`config.mk`:
```
export PLATFORM = sky130hd
export DESIGN_NAME = sblock_cfg_loader
export DESIGN_NICKNAME = d
export VERILOG_FILES = /design/src/rtl/sblock_cfg_loader.sv
export SDC_FILE = /design/constraint.sdc
export NUM_CORES = 1
export LEC_CHECK = 0
export BUFFER_PORTS_ARGS = -buffer_cell sky130_fd_sc_hd__buf_2
export CAP_MARGIN = 10
export CORE_ASPECT_RATIO = 0.75
export CORE_UTILIZATION = 54
export DETAILED_ROUTE_END_ITERATION = 6
export PLACE_DENSITY_LB_ADDON = 0.3
export SYNTH_ARGS = -nofsm -noshare
export SYNTH_HDL_FRONTEND = slang
export SYNTH_SLANG_ARGS = --single-unit
```
`constraint.sdc`:
```
create_clock -name clk -period 2.21 [get_ports clk]
set_input_delay 0.663 -clock clk [delete_from_list [all_inputs] [get_ports clk]]
set_output_delay 0.663 -clock clk [all_outputs]
set_load 0.05 [all_outputs]
```
`src/rtl/sblock_cfg_loader.sv`:
```
// Deserialises a config bitstream into per-block words; word visible at WRITE 1 cycle after its last bit.
// Backpressure: cfg_ready drops during WRITE/IDLE; a stalled cfg_valid holds all state.
module sblock_cfg_loader #(
   parameter int N_BLK   = 4,
   parameter int SB_BITS = 18
) (
   input  logic               clk,
   input  logic               rst_n,
   input  logic               start,
   input  logic               abort,
   input  logic               cfg_valid,
   input  logic               cfg_bit,
   output logic               cfg_ready,
   output logic [SB_BITS-1:0] sb_bits,
   output logic [N_BLK-1:0]   sb_wr_en,
   output logic               busy,
   output logic               done,
   output logic               err
);

   localparam int BW = (N_BLK > 1) ? $clog2(N_BLK) : 1;
   localparam int CW = $clog2(SB_BITS);

   localparam logic [1:0] S_IDLE  = 2'd0;
   localparam logic [1:0] S_SHIFT = 2'd1;
   localparam logic [1:0] S_WRITE = 2'd2;
   localparam logic [1:0] S_CHECK = 2'd3;

   logic [1:0]    state;
   logic [BW-1:0] blk_idx;
   logic [CW-1:0] bit_cnt;
   logic          parity;
   logic          xfer;

   // Handshake and write strobes are pure state decode so an abort never truncates a WRITE cycle.
   assign cfg_ready = (state == S_SHIFT) || (state == S_CHECK);
   assign sb_wr_en  = (state == S_WRITE) ? (N_BLK'(1) << blk_idx) : '0;
   assign busy      = (state != S_IDLE);
   assign xfer      = cfg_valid && cfg_ready;

   always_ff @(posedge clk or negedge rst_n) begin
      if (!rst_n) begin
         state   <= S_IDLE;
         sb_bits <= '0;
         blk_idx <= '0;
         bit_cnt <= '0;
         parity  <= 1'b0;
         done    <= 1'b0;
         err     <= 1'b0;
      end else if (state == S_IDLE) begin
         if (start) begin
            state   <= S_SHIFT;
            done    <= 1'b0;
            err     <= 1'b0;
            blk_idx <= '0;
            bit_cnt <= '0;
            parity  <= 1'b0;
         end
      end else if (abort) begin
         state <= S_IDLE;
         err   <= 1'b1;
         done  <= 1'b0;
      end else begin
         case (state)
            S_SHIFT: begin
               if (xfer) begin
                  sb_bits <= {sb_bits[SB_BITS-2:0], cfg_bit};
                  parity  <= parity ^ cfg_bit;
                  bit_cnt <= bit_cnt + CW'(1);
                  if (bit_cnt == CW'(SB_BITS - 1)) state <= S_WRITE;
               end
            end
            S_WRITE: begin
               if (blk_idx == BW'(N_BLK - 1)) begin
                  state <= S_CHECK;
               end else begin
                  blk_idx <= blk_idx + BW'(1);
                  bit_cnt <= '0;
                  state   <= S_SHIFT;
               end
            end
            default: begin
               // Trailing parity bit: compared only, never shifted into sb_bits.
               if (xfer) begin
                  state <= S_IDLE;
                  if (cfg_bit != parity) err  <= 1'b1;
                  else                   done <= 1'b1;
               end
            end
         endcase
      end
   end

endmodule

```
==> metrics <==
pins over their slew limit 0; Post-synth EDFFs 0; Setup Skew 0.006652 ns; largest family of logic cells by synthesized area multiplexers; Hold Crit Class input port to async pin; nets 187; Synth cell types 34; CP delay by family, top flip-flops; Die ar. 3118 um^2; Slowest cell on crit path dfrtp_1; Area growth syn-to-layout 19.60%; post-route ant nets 0; drt first-iter violations 71; Global Route Usage Sum 23.08%; TritonCTS buffer count 5; end point of the critical path cfg_ready; Worst Setup End Kind primary output; CP peak stage delay 0.42 ns; critical path, cell by cell buf_4 > ha_1 > or2_2 > buf_2; max_slew headroom 58.25%; Synth Area in Adders 8.000%; dpl hpwl 2179 um; post-synthesis sequential area ratio 48.00%; htree depth 2; Leak 0.0009757 uW; Synth Instances 133; crit path time final 2.206 ns; average wire per standard cell 14.67 um; Hold Buf Count CTS 0; core area 2683 um^2; multi-input logic area 745.7 um^2; Hold Slack 0.3923 ns; Vias per Instance 5.553; global-route wire length before repair 5333 um; Inserted Diodes 0; ys async rst share 100.0%; pre-CTS setup slack 0.2141 ns; reg2reg end bit_cnt[4]; Filler Cells Inserted 196; Synth area leaders dfrtp_1 (48%), mux2_2 (12%), ha_1 (8.0%), buf_6 (2.9%), nand3_1 (2.6%); Max FO, Critical Path 3; drt pass-1 iters 4; Starting Density 58.30%; top-count cell post-synth dfrtp_1; Worst-Skew Late Latency 0.28 ns; number of antenna violations at the first check in global routing 0; Post-Synth Simple-Gate Area 13.44%; Hold Violations, Final 0; GRT overflow 0; Reg2Reg Setup Slack 0.28 ns; final core utilization 69.73%; vias in the first global route 1152; Synth top area share 48.00%; FF-to-FF Start state[0]; Syn. warnings 0; FF-to-FF path depth 6; I/O pin cnt 32; final setup fails 0; post-synthesis mux area share 14.24%; Least-Margin Pin Slew 0.6262 ns; dpl cell area 1754 um^2; Pwr Density 1157 nW/um^2; std cell rows 16; maximum vdd drop 0.0006522 V; status completed; post-synthesis compound-gate area fraction 10.96%; Crit path arrival time 1.54 ns; Critical Path Source state[1]; Fmax achieved 0.4533 GHz; Finished Cell Area 1871 um^2; flops & latches, synth 30; register area 750.7 um^2; Routability Congestion 0.9140; syn_area_per_cell 11.76 um^2; Critical Path Stages 4; syn_nets 149; Synth Area in XOR/XNOR 0.5600%; clk buf depth 2; worst path bufs/invs 2; area leader, netlist dfrtp_1; # clock sinks 30; Synth Cell Area 1564 um^2; # DRC 0; CP required 1.55 ns; Setup TNS 0 ns; worst setup margin 0.003955 ns; layout cell share with drive strength beyond 1 39.53%; TritonCTS clock tree done; largest net degree at the start of global routing 31; RSZ-0062 raised after global routing true; top cells by count, synth dfrtp_1 (30), mux2_2 (17), ha_1 (10); Die W 64.14 um; Die Ht 48.61 um; root buffer cell clkbuf_8; critical path startpoint category register; share of the clock period used by the worst path 99.82%; Crit Path Class register to primary output; clock-pin slew on the worst setup and hold paths 0.06 ns; max-cap violations 0; DRT Wirelength 3051 um; vias post-DR 1155; Post-synth top flop dfrtp_1; PortBufs 31
## power breakdown
| part | total, uW | switching (uW) | internal, uW | leakage (uW) |
|---|---|---|---|---|
| clock | 444 | 194 | 250 | 0.0000482 |
| combinational | 954 | 620 | 334 | 0.000519 |
| sequential | 767 | 108 | 658 | 0.000409 |
## sequential cells by signal, summed over array words and instances (netlist names)
name     cells
blk_idx      2
sb_bits     18
bit_cnt      5
state        2
done         1
err          1
parity       1
## cells in the final DEF (no fill, tap or decap), types with 2 or more instances in the layout
master	instances
a31oi_1	2
ha_1	7
ha_2	3
nand3_1	8
clkbuf_4	4
or2_2	2
or4_1	2
and2_1	4
a22o_1	2
clkbuf_8	6
nor2_1	5
o21ai_0	4
dfrtp_1	30
nand2_1	7
mux2_2	17
inv_1	8
buf_4	3
a21oi_1	4
mux2i_1	2
o211ai_1	3
buf_2	27
o31ai_1	3
## worst min path at each step
stage                  end  slack [ns]  cells past startpoint
6_report               err        0.39                      1
5_1_grt               done        0.45                      1
4_1_cts                err        0.42                      1
3_5_place_dp   sb_bits[14]        0.50                      1
3_3_place_gp   sb_bits[14]        0.48                      1
2_1_floorplan   bit_cnt[0]        0.37                      0
## cell type report
class	count	area share, %
Tap cell	36	2.408
Timing Repair Buffer	35	11.10
Sequential cell	30	40.13
Multi-Input combinational cell	91	39.87
Clock inverter	1	0.2676
Inverter	8	1.605
Clock buffer	7	4.615
## per-layer routing
metal  share of wire, %  vias to the layer above  global-route usage (%)
met2                 49                       37                   35.46
met4               0.49                        0                   8.519
met5                  0                        -                       0
met1                 44                      564                   29.84
met3                6.2                        2                   8.726
li1                   -                      552                       -
## worst reg2reg max path, cell delays in order, from the launching register on
cell and delay [ns]:
dfrtp_1 0.42, inv_1 0.15, ha_2 0.33, and2_2 0.23, o211ai_4 0.13, or4_1 0.50
nand3_1 0.10
## per-stage QoR
| step | total power [uW] | cells |
|---|---|---|
| 3_3_place_gp | 1654 | 199 |
| 4_1_cts | 2156 | 207 |
| 6_report | 2165 | 208 |
| 5_1_grt | 2300 | 208 |
| 2_1_floorplan | 1496 | 133 |
| 3_5_place_dp | 1697 | 199 |
## logic make-up (layout without fill, tap and decap cells)
| kind of cell | Yosys count | in the layout |
|---|---|---|
| AND/OR/NAND/NOR | 37 | 37 |
| adder cells (fa/ha/maj) | 10 | 10 |
| XOR/XNOR | 1 | 1 |
| multiplexers | 20 | 20 |
| buffers and inverters | 12 | 51 |
| AO/OA/AOI/OAI | 23 | 23 |
| flip-flops | 30 | 30 |
## timing repair
item,in CTS,in global routing
endpoints found under the setup margin,5,6
setup buffers,0,1
resized for setup,1,6
Note: power is estimated with default switching activity, not from simulation.
